[src/rtl/ps2_pkg.sv]
// ps2_pkg
// Definitions shared between the PS/2 keyboard datapath blocks:
//   PS2_EXT / PS2_BRK : scancode prefix bytes (extended, break)
//   state_t           : sequencing FSM states of ps2_key_ctrl
//   key_event_t       : one decoded key event, reusable by downstream consumers
//   is_prefix()       : true for either prefix byte
package ps2_pkg;

    localparam logic [7:0] PS2_EXT = 8'hE0;
    localparam logic [7:0] PS2_BRK = 8'hF0;

    typedef enum logic [1:0] {
        ST_IDLE = 2'd0,
        ST_LOOK = 2'd1,
        ST_EMIT = 2'd2
    } state_t;

    typedef struct packed {
        logic [7:0] scancode;
        logic [7:0] ascii;
        logic       is_release;
        logic       extended;
    } key_event_t;

    function automatic logic is_prefix(input logic [7:0] b);
        return (b == PS2_EXT) || (b == PS2_BRK);
    endfunction

endpackage

[src/rtl/ps2_key_ctrl.sv]
// ps2_key_ctrl
// Sits between the PS/2 byte receiver and an external scancode->ASCII ROM.
// Strips E0/F0 prefixes, looks the base code up in the ROM, and emits one
// key event per make/break code. Auto-repeat of the held key is dropped and
// make events are counted.
//
// Ports:
//   clk, rst_n            clock, synchronous active-low reset
//   in_valid/in_ready     scancode byte handshake from the receiver
//   in_data[7:0]          scancode byte
//   lut_code[7:0]         ROM address (registered)
//   lut_ascii[7:0]        ROM data, valid LUT_LAT cycles after lut_code
//   ev_valid/ev_ready     key event handshake to the consumer
//   ev_scancode/ev_ascii  base scancode and looked-up ASCII
//   ev_release            event is a key-up
//   ev_extended           code was E0-prefixed
//   key_held              a key is currently held
//   press_count[7:0]      emitted make events, mod 256
module ps2_key_ctrl
    import ps2_pkg::*;
#(
    parameter int LUT_LAT = 1
) (
    input  logic       clk,
    input  logic       rst_n,
    input  logic       in_valid,
    input  logic [7:0] in_data,
    output logic       in_ready,
    output logic [7:0] lut_code,
    input  logic [7:0] lut_ascii,
    output logic       ev_valid,
    input  logic       ev_ready,
    output logic [7:0] ev_scancode,
    output logic [7:0] ev_ascii,
    output logic       ev_release,
    output logic       ev_extended,
    output logic       key_held,
    output logic [7:0] press_count
);

    // LOOK lasts LUT_LAT+1 cycles: one for lut_code to reach the ROM
    // registers' view, LUT_LAT for the ROM itself.
    localparam logic [1:0] LAT_LAST = 2'(LUT_LAT);

    state_t     state_reg, state_next;
    logic [1:0] cnt_reg;
    logic       ext_f_reg, brk_f_reg;
    logic [7:0] held_code_reg;
    logic       held_ext_reg;
    logic       key_held_reg;
    logic [7:0] press_count_reg;
    logic [7:0] lut_code_reg;
    logic       ev_valid_reg;
    key_event_t ev_reg;

    logic accept;
    logic suppress;
    logic launch;
    logic brk_matches_held;

    // Gating with rst_n keeps in_ready low while reset is asserted even
    // though the state register already sits in IDLE.
    assign in_ready = rst_n && (state_reg == ST_IDLE);
    assign accept   = in_valid && in_ready;

    // Typematic repeat: a make code identical to the held key.
    assign suppress = key_held_reg && !brk_f_reg &&
                      (in_data == held_code_reg) && (ext_f_reg == held_ext_reg);
    assign launch   = accept && !is_prefix(in_data) && !suppress;

    assign brk_matches_held = key_held_reg &&
                              (ev_reg.scancode == held_code_reg) &&
                              (ev_reg.extended == held_ext_reg);

    always_ff @(posedge clk) begin
        if (!rst_n) begin
            state_reg <= ST_IDLE;
        end else begin
            state_reg <= state_next;
        end
    end

    always_comb begin
        state_next = state_reg;
        case (state_reg)
            ST_IDLE: if (launch)               state_next = ST_LOOK;
            ST_LOOK: if (cnt_reg == LAT_LAST)  state_next = ST_EMIT;
            ST_EMIT: if (ev_ready)             state_next = ST_IDLE;
            default:                           state_next = ST_IDLE;
        endcase
    end

    always_ff @(posedge clk) begin
        if (!rst_n) begin
            cnt_reg         <= 2'd0;
            ext_f_reg       <= 1'b0;
            brk_f_reg       <= 1'b0;
            held_code_reg   <= 8'h00;
            held_ext_reg    <= 1'b0;
            key_held_reg    <= 1'b0;
            press_count_reg <= 8'h00;
            lut_code_reg    <= 8'h00;
            ev_valid_reg    <= 1'b0;
            ev_reg          <= '0;
        end else begin
            case (state_reg)
                ST_IDLE: begin
                    if (accept) begin
                        if (in_data == PS2_EXT) begin
                            ext_f_reg <= 1'b1;
                        end else if (in_data == PS2_BRK) begin
                            brk_f_reg <= 1'b1;
                        end else begin
                            // Flags are consumed by every base code,
                            // including a suppressed repeat.
                            ext_f_reg <= 1'b0;
                            brk_f_reg <= 1'b0;
                            if (!suppress) begin
                                lut_code_reg      <= in_data;
                                ev_reg.scancode   <= in_data;
                                ev_reg.is_release <= brk_f_reg;
                                ev_reg.extended   <= ext_f_reg;
                                cnt_reg           <= 2'd0;
                            end
                        end
                    end
                end
                ST_LOOK: begin
                    cnt_reg <= cnt_reg + 2'd1;
                    if (cnt_reg == LAT_LAST) begin
                        ev_reg.ascii <= lut_ascii;
                        ev_valid_reg <= 1'b1;
                    end
                end
                ST_EMIT: begin
                    if (ev_ready) begin
                        ev_valid_reg <= 1'b0;
                        if (!ev_reg.is_release) begin
                            held_code_reg   <= ev_reg.scancode;
                            held_ext_reg    <= ev_reg.extended;
                            key_held_reg    <= 1'b1;
                            press_count_reg <= press_count_reg + 8'd1;
                        end else if (brk_matches_held) begin
                            key_held_reg <= 1'b0;
                        end
                    end
                end
                default: ;
            endcase
        end
    end

    assign lut_code    = lut_code_reg;
    assign ev_valid    = ev_valid_reg;
    assign ev_scancode = ev_reg.scancode;
    assign ev_ascii    = ev_reg.ascii;
    assign ev_release  = ev_reg.is_release;
    assign ev_extended = ev_reg.extended;
    assign key_held    = key_held_reg;
    assign press_count = press_count_reg;

endmodule

[config.mk]
export PLATFORM = sky130hd
export DESIGN_NAME = ps2_key_ctrl
export DESIGN_NICKNAME = d
export VERILOG_FILES = /design/src/rtl/ps2_pkg.sv /design/src/rtl/ps2_key_ctrl.sv
export SDC_FILE = /design/constraint.sdc
export NUM_CORES = 1
export LEC_CHECK = 0
export BUFFER_PORTS_ARGS = -buffer_cell sky130_fd_sc_hd__buf_2
export CAP_MARGIN = 15
export CORE_UTILIZATION = 51
export DETAILED_ROUTE_END_ITERATION = 6
export GPL_ROUTABILITY_DRIVEN = 0
export PLACE_DENSITY = 0.78
export SETUP_SLACK_MARGIN = 0.15
export SYNTH_ARGS = -nofsm -noshare
export SYNTH_HDL_FRONTEND = slang
export SYNTH_SLANG_ARGS = --single-unit
export TNS_END_PERCENT = 50
[constraint.sdc]
create_clock -name clk -period 1.97 [get_ports clk]
set_clock_uncertainty 0.15 [all_clocks]
set_input_delay 0.394 -clock clk [delete_from_list [all_inputs] [get_ports clk]]
set_output_delay 0.394 -clock clk [all_outputs]
set_load 0.01 [all_outputs]
==> results of run 1 <==
## cell usage in the layout, fill, tap and decap left out, types with 4 or more instances in the layout
| master | count |
|---|---|
| nor2_1 | 5 |
| xnor2_1 | 16 |
| dfxtp_1 | 43 |
| and2_1 | 8 |
| mux2i_1 | 10 |
| nand2_1 | 42 |
| buf_2 | 56 |
| buf_4 | 10 |
| nor2b_1 | 12 |
| nand4_1 | 4 |
| clkbuf_8 | 7 |
| a21boi_1 | 6 |
| inv_1 | 4 |
| xor2_1 | 9 |
| a21boi_0 | 13 |
| a21oi_1 | 5 |
## power by group
part	switching, µW	total (µW)	internal [µW]
registers	19.5	907	887
logic	96.4	187	90.2
clock network	289	609	320
## repair_timing
| action | in CTS | in global routing |
|---|---|---|
| hold buffers | 0 | 0 |
| setup buffers | 3 | 2 |
| resized for setup | 0 | 1 |
| setup endpoints to repair | 13 | 7 |
## cell type report
type,count,area (µm²),area share [%]
inverter,4,15.01,0.6079
tap,48,60.06,2.432
multi-input combinational,156,1079,43.67
timing repair buffer,66,355.3,14.39
sequential,43,860.8,34.85
clock buffer,8,100.1,4.053
## per-stage QoR
step	setup slack, ns	power [µW]	hold WS (ns)	instances
floorplan	0.1555	1047	0.3091	221
global placement	-0.005693	1103	0.2964	312
detailed placement	-0.1044	1106	0.3029	312
CTS	0.1914	1714	0.1888	323
global route	0.1400	1768	0.1916	325
finish	0.2187	1702	0.1925	325
## final timing paths
| kind | start | endpoint | depth (start not counted) |
|---|---|---|---|
| setup / recovery | rst_n | in_ready | 4 |
| hold / removal | lut_ascii[3] | ev_ascii[3] | 3 |
| setup reg to reg | state_reg[0] | press_count[1] | 4 |
| hold reg to reg | ev_ascii[2] | ev_ascii[2] | 2 |
## metal layers
metal / vias up / routed length (µm) / global-route usage (%)
met1: 749 / 2018 / 24.89
met3: 9 / 165 / 6.076
met2: 42 / 1853 / 32.60
li1: 832 / - / -
met5: - / 0 / 0
met4: 0 / 83 / 8.424
## tightest hold or removal path, delay by kind of cell
kind                   cells  cell delay [ns]
AOI/OAI and AO/OA          1             0.06
buffers and inverters      1             0.09
and+or+nand+nor            1             0.04
## kinds of logic after synthesis
logic type,after synthesis
simple gates,88
flops,43
compound gates,31
xor+xnor,25
buf+inv,22
mux,10
fa+ha+maj,2
==> results.txt, run 1 <==
synth top area cells = dfxtp_1 (42%), nand2_1 (7.7%), xnor2_1 (6.8%)
CP arrival = 1.21 ns
Clock Pin Slew Worst Setup and Hold Paths = 0.07 ns
H-tree lvl count = 2
Design Area, Final = 0.002470 mm²
mux cell area share after synthesis = 4.890%
drt wl/cell = 12.68 µm
ys flop type = dfxtp_1
nets@finish = 298
min-delay worst type = in2reg
run status = complete, no violations
CTS tree = done
pin count of the biggest net entering global routing = 44
Post-synth EDFFs = 0
synthesized flop and latch total = 43
setup TNS = 0 ns
Final Hold Fails = 0
Mapped Avg Cell Area = 9.262 µm²
GRT Util Overall = 20.22%
CP Cell Sequence = buf_2 > buf_4 > nor3b_1 > buf_2
Crit Path Max Fanout = 43
vias post-DR = 1,632
number of fill cells = 328
reg2reg setup slack = 0.24 ns
First-pass DRT Iterations = 4
Synth top area share = 42.05%
RSZ-0062 raised after global routing = yes
final period utilization = 88.90%
# setup viols final = 0
Worst-Skew Late Latency = 0.30 ns
initial antenna violation count = 0
most common cell in the netlist = dfxtp_1
largest family of logic cells by synthesized area = simple AND/OR/NAND/NOR gates
Starting Density = 54.68%
top cells by count, synth = dfxtp_1 (43), nand2_1 (42), xnor2_1 (16), a21boi_0 (13), nor2b_1 (12)
first-pass GRT wire length = 6575 µm
Async SR Flop Fraction = 0%
Slowest cell on crit path = buf_4
crit start category = primary input
area leader, netlist = dfxtp_1
VDD IR max = 0.0004871 V
min Tclk post-route = 1.751 ns
CTS Buf Count = 5
Ant. Diodes = 0
share of layout cells above drive strength 1 = 29.60%
CTS root buf = clkbuf_8
number of remaining DRC errors = 0
Max Slew Vio Count = 0
DRT antenna net count = 0
synth warn = 0
drt total wl = 4121 µm
vias in the first global route = 1,439
Post-Synth Adder-Cell Area = 1.222%
mapped cell area = 0.002047 mm²
vias per std cell = 5.022
Post-Synth XOR/XNOR Area = 10.70%
Core Util, Final = 65.98%
Post-Synthesis Cells = 221
Net Count, Synth = 243
Post-Place Cell Area = 0.002323 mm²
synthesis-to-finish area growth = 20.66%
Leak = 0.001039 µW
Rows = 22
clk sinks = 43
Post-Synth Simple-Gate Area = 23.29%
Worst Path Required = 1.43 ns
CP top delay family = buffers and inverters
I/O pin count = 57
Max-Cap Viols = 0
total core area = 0.003744 mm²
crit path capture type = primary output
Post-DP HPWL = 2896 µm
WS Path Type = in2out
crit-path max cell delay = 0.32 ns
Max clock buf depth = 2
FMAX = 571.0 MHz
post-synthesis cell type count = 38
Top cell by count, worst path = buf_2
grt ovf = 0
Synth Area in Compound Gates = 11.86%
CP bufs+invs = 3
worst slew pin tran = 0.4450 ns
max_slew headroom = 70.01%
Port Buffers = 56
PD cells = 689.2 mW/mm²
DR iter-0 viols = 53
sequential-to-total area share from yosys stat = 42.05%
DIE AREA = 0.004271 mm²
Die X = 65.36 µm
die height = 65.36 µm
Note: power is estimated with default switching activity, not from simulation.
==> inputs of run 2 (changes only) <==
--- a/config.mk
+++ b/config.mk
@@ -7,6 +7,7 @@
 export LEC_CHECK = 0
 export BUFFER_PORTS_ARGS = -buffer_cell sky130_fd_sc_hd__buf_2
 export CAP_MARGIN = 15
+export CORE_MARGIN = 1.5
 export CORE_UTILIZATION = 51
 export DETAILED_ROUTE_END_ITERATION = 6
 export GPL_ROUTABILITY_DRIVEN = 0
==> run 2 against run 1 <==
Die area is 3.1% higher. Maximum frequency rose by 0.38%. Via count decreased by 1.3%. Sequential power about the same. Design area down 1.3%. Sequential cell count did not move. Critical path depth stayed put. Sequential share of layout area increased by 0.45 points. Global-route usage grew 0.17 points. Cell count is 0.31% lower. Largest cell class unchanged.
==> results.txt, run 2 (synthesis gave the netlist of run 1 again) <==
I/O pin count = 57 (unchanged)
crit path capture type = primary output
vias per std cell = 4.972 (-0.98%)
crit start category = primary input
Starting Density = 54.68% (unchanged)
Die X = 66.36 µm (+1.5%)
Crit Path Max Fanout = 43 (unchanged)
worst slack, placed = -0.07503 ns (+0.02939 ns)
hold slack = 0.1958 ns (+0.003329 ns)
most common cell after layout, fill and taps aside = buf_2
Worst Path Required = 1.43 ns (about the same)
Max-Cap Viols = 0 (unchanged)
RSZ-0062 raised after global routing = yes
DIE AREA = 0.004403 mm² (+3.1%)
FMAX = 573.2 MHz (+0.38%)
pin count of the biggest net entering global routing = 44 (unchanged)
final period utilization = 88.56% (-0.33 points)
DR iter-0 viols = 107 (+100%)
total core area = 0.003744 mm² (unchanged)
CTS Hold Buffers Added = 0 (unchanged)
Ant. Diodes = 0 (unchanged)
Clock Pin Slew Worst Setup and Hold Paths = 0.07 ns (about the same)
Post-DP HPWL = 2947 µm (+1.8%)
First-pass DRT Iterations = 4 (unchanged)
PD cells = 671.2 mW/mm² (-2.6%)
run status = complete, no violations
grt ovf = 0 (unchanged)
Port Buffers = 56 (unchanged)
Post-Place Cell Area = 0.002323 mm² (unchanged)
initial antenna violation count = 0 (unchanged)
worst slew pin tran = 0.4417 ns (-0.003297 ns)
# resized after CTS = 0 (unchanged)
WS Path Type = in2out
Max clock buf depth = 2 (unchanged)
reg2reg setup slack = 0.26 ns (+0.02 ns)
clk sinks = 43 (unchanged)
Rows = 22 (unchanged)
drt total wl = 4106 µm (-0.36%)
synthesis-to-finish area growth = 19.13%
Hold Path End = ev_ascii[2]
Worst-Skew Late Latency = 0.30 ns (about the same)
CP arrival = 1.20 ns (about the same)
final setup margin = 0.2253 ns (+0.006599 ns)
H-tree lvl count = 2 (unchanged)
CTS Buf Count = 5 (unchanged)
leading cell types in the layout, fill and taps excluded = buf_2 (56), dfxtp_1 (43), nand2_1 (42)
vias in the first global route = 1,520 (+5.6%)
worst r2r src = state_reg[0]
VDD IR max = 0.0005443 V (+12%)
# setup viols final = 0 (unchanged)
drt wl/cell = 12.67 µm (about the same)
GRT Util Overall = 20.39% (+0.17 points)
Leak = 0.001023 µW (-1.6%)
CTS tree = done
die height = 66.36 µm (+1.5%)
HP Start = lut_ascii[2]
min Tclk post-route = 1.745 ns (-0.006599 ns)
hold path depth = 3 (unchanged)
Critical R2R Capture = press_count[1]
share of layout cells above drive strength 1 = 29.35% (-0.26 points)
min-delay worst type = in2reg
vias post-DR = 1,611 (-1.3%)
DRT antenna net count = 0 (unchanged)
worst r2r path cells = 4 (unchanged)
first-pass GRT wire length = 6727 µm (+2.3%)
nets@finish = 297 (-0.34%)
max_slew headroom = 70.23% (+0.22 points)
CTS root buf = clkbuf_8
number of remaining DRC errors = 0 (unchanged)
Design Area, Final = 0.002439 mm² (-1.3%)
Max Slew Vio Count = 0 (unchanged)
Final Hold Fails = 0 (unchanged)
run 2: routing by layer:
layer / global-route usage, % / routed length, µm
met1: 25.58 / 1993
met2: 32.63 / 1869
met3: 4.770 / 212
met4: 9.949 / 31
met5: 0 / 0
run 2: worst max path at each step:
stage	from	endpoint	slack, ns	cells past startpoint
4_1_cts	rst_n	in_ready	0.20	4
5_1_grt	held_code_reg[3]	ev_extended	0.14	6
6_report	rst_n	in_ready	0.23	4
3_5_place_dp	in_data[0]	ev_scancode[5]	-0.08	6
3_3_place_gp	in_data[0]	ev_extended	0.0008	6
2_1_floorplan	in_data[0]	ev_scancode[0]	0.16	6
run 2: through the flow:
stage	power (µW)	TNS (ns)	cells	util, %
2_1_floorplan	1047	0	221	-
3_3_place_gp	1103	0	312	62.07
3_5_place_dp	1106	-0.7328	312	62.07
4_1_cts	1649	0	323	64.94
5_1_grt	1705	0	324	65.14
6_report	1637	0	324	65.14
run 2: worst max-delay path, stage by stage:
cell,delay [ns]
buf_2,0.09
buf_4,0.31
nor3b_1,0.24
buf_2,0.16
run 2: power by group:
part           internal, µW  switching, µW  total (µW)
Sequential              887           19.1         906
Combinational          89.3           95.8         185
Clock                   248            297         545
run 2: layout make-up:
type | count | area, µm²
clock buffer | 6 | 72.57
fill | 334 | 1305
sequential | 43 | 860.8
timing repair buffer | 65 | 347.8
clock inverter | 2 | 12.51
tap | 48 | 60.06
multi-input combinational | 156 | 1070
inverter | 4 | 15.01
run 2: timing repair:
action	4_1_cts	5_1_grt
gates cloned	0	0
endpoints found under the setup margin	12	3
pin swaps	0	2
buffers inserted	3	1
endpoints found under the hold margin	0	0
==> inputs of run 3 (changes only) <==
--- a/config.mk
+++ b/config.mk
@@ -12,7 +12,7 @@
 export DETAILED_ROUTE_END_ITERATION = 6
 export GPL_ROUTABILITY_DRIVEN = 0
 export PLACE_DENSITY = 0.78
-export SETUP_SLACK_MARGIN = 0.15
+export SETUP_SLACK_MARGIN = 0.5
 export SYNTH_ARGS = -nofsm -noshare
 export SYNTH_HDL_FRONTEND = slang
 export SYNTH_SLANG_ARGS = --single-unit
==> run 3 against run 2 <==
Wire length grew 17%. Worst setup slack gained 0.011 ns. Sequential share of layout area shrank 3.4 points. Combinational power grew 21%. Highest routed layer unchanged. Largest power group unchanged. Critical path type is now reg2reg.
==> results.txt, run 3 (synthesis gave the netlist of run 1 again) <==
run status = complete, no violations
most common cell after layout, fill and taps aside = buf_2
CP arrival = 1.81 ns (+0.61 ns)
Max-Cap Viols = 0 (unchanged)
CP top delay family = simple AND/OR/NAND/NOR gates
# setup viols final = 0 (unchanged)
total core area = 0.003744 mm² (unchanged)
FMAX = 576.7 MHz (+0.62%)
dpl cells = 313 (+0.32%)
CTS root buf = clkbuf_8
Crit Path Max Fanout = 9 (-79%)
min Tclk post-route = 1.734 ns (-0.01078 ns)
PD cells = 641.3 mW/mm² (-4.5%)
Rows = 22 (unchanged)
final period utilization = 88.02% (-0.55 points)
crit-path max cell delay = 0.37 ns (+0.06 ns)
first-pass GRT wire length = 7803 µm (+16%)
Worst-Skew Late Latency = 0.30 ns (about the same)
hold slack = 0.1840 ns (-0.01181 ns)
CP bufs+invs = 1 (-2)
CTS Buf Count = 5 (unchanged)
Starting Density = 54.68% (unchanged)
min-delay worst type = in2reg
grt ovf = 0 (unchanged)
initial antenna violation count = 0 (unchanged)
crit path capture type = flop
Post-DP HPWL = 3023 µm (+2.6%)
Port Buffers = 56 (unchanged)
DR iter-0 viols = 93 (-13%)
drt wl/cell = 14.32 µm (+13%)
Slowest cell on crit path = nor4_4
Final Hold Fails = 0 (unchanged)
vias in the first global route = 1,655 (+8.9%)
share of layout cells above drive strength 1 = 39.37% (+10 points)
DRT antenna net count = 0 (unchanged)
CP Cell Sequence = xor2_1 > nor4_4 > a31oi_4 > buf_12 > mux2i_2 > nor2b_1
GRT Util Overall = 23.79% (+3.4 points)
RSZ-0062 raised after global routing = yes
Clock Pin Slew Worst Setup and Hold Paths = 0.08 ns (about the same)
nets@finish = 308 (+3.7%)
crit start category = flop
I/O pin count = 57 (unchanged)
First-pass DRT Iterations = 4 (unchanged)
max_slew headroom = 76.84% (+6.6 points)
leading cell types in the layout, fill and taps excluded = buf_2 (56), nand2_1 (41), dfxtp_1 (35)
drt total wl = 4798 µm (+17%)
VDD IR max = 0.0004795 V (-12%)
clk sinks = 43 (unchanged)
non-filler cells, final = 335 (+3.4%)
WS Path Type = reg2reg
vias per std cell = 5.158 (+3.7%)
pin count of the biggest net entering global routing = 44 (unchanged)
Max Slew Vio Count = 0 (unchanged)
Die X = 66.36 µm (unchanged)
CTS tree = done
H-tree lvl count = 2 (unchanged)
Worst Path Required = 2.04 ns (+0.61 ns)
synthesis-to-finish area growth = 33.25%
Max clock buf depth = 2 (unchanged)
CTS Hold Buffers Added = 0 (unchanged)
worst slew pin tran = 0.3462 ns (-0.09552 ns)
die height = 66.36 µm (unchanged)
Ant. Diodes = 0 (unchanged)
DIE AREA = 0.004403 mm² (unchanged)
vias post-DR = 1,728 (+7.3%)
Leak = 0.001132 µW (+11%)
number of remaining DRC errors = 0 (unchanged)
[run 3: changes by cell type in the layout (fill, tap and decap cells not counted), sizes merged]
| cell | delta |
|---|---|
| clkbuf | +2 |
| clkinv | -1 |
| clkinvlp | -1 |
| buf | +11 |
[run 3: where the power goes]
| group | total [µW] | internal, µW | switching, µW |
|---|---|---|---|
| Sequential | 908 | 888 | 20.0 |
| Clock | 618 | 320 | 298 |
| Combinational | 223 | 112 | 111 |
[run 3: stage by stage]
stage	TNS, ns	area (µm²)	setup WS [ns]	power [µW]	utilization, %
3_5_place_dp	-0.4927	2355	-0.08147	1112	62.90
4_1_cts	0	2644	0.2848	1744	70.62
6_report	0	2728	0.2361	1749	72.86
2_1_floorplan	0	2077	0.2066	1052	-
5_1_grt	0	2728	0.1668	1822	72.86
3_3_place_gp	0	2355	0.002992	1109	62.90
[run 3: worst paths after layout]
kind                                  startpoint              to  slack, ns  cells after the start
worst min register to register       ev_ascii[5]     ev_ascii[5]       0.31                      2
worst min-delay path                lut_ascii[5]     ev_ascii[5]       0.18                      3
worst max register to register  held_code_reg[0]  ev_scancode[5]       0.24                      6
worst max-delay path            held_code_reg[0]  ev_scancode[5]       0.24                      6
[run 3: final cells by class]
cell class	instances	area (µm²)
clock buffers	8	100.1
inverters	4	15.01
well taps	48	60.06
multi-input cells	156	1169
flip-flops and latches	43	870.8
fillers	296	1016
repair buffers	76	513.0
[run 3: worst min-delay path: stages]
cell      delay, ns
buf_2          0.10
nand2_1        0.05
a21boi_1       0.05
[run 3: metal layers]
layer | GRT usage, % | vias up | wire length [µm]
li1 | - | 853 | -
met1 | 29.22 | 816 | 2099
met2 | 39.13 | 49 | 2368
met3 | 5.622 | 10 | 226
met4 | 10.97 | 0 | 103
met5 | 0 | - | 0
[run 3: repair_timing]
action | 4_1_cts | 5_1_grt
setup buffers | 9 | 4
resized for setup | 22 | 15
setup endpoints to repair | 42 | 51
gates cloned | 1 | 0
pin swaps | 8 | 10
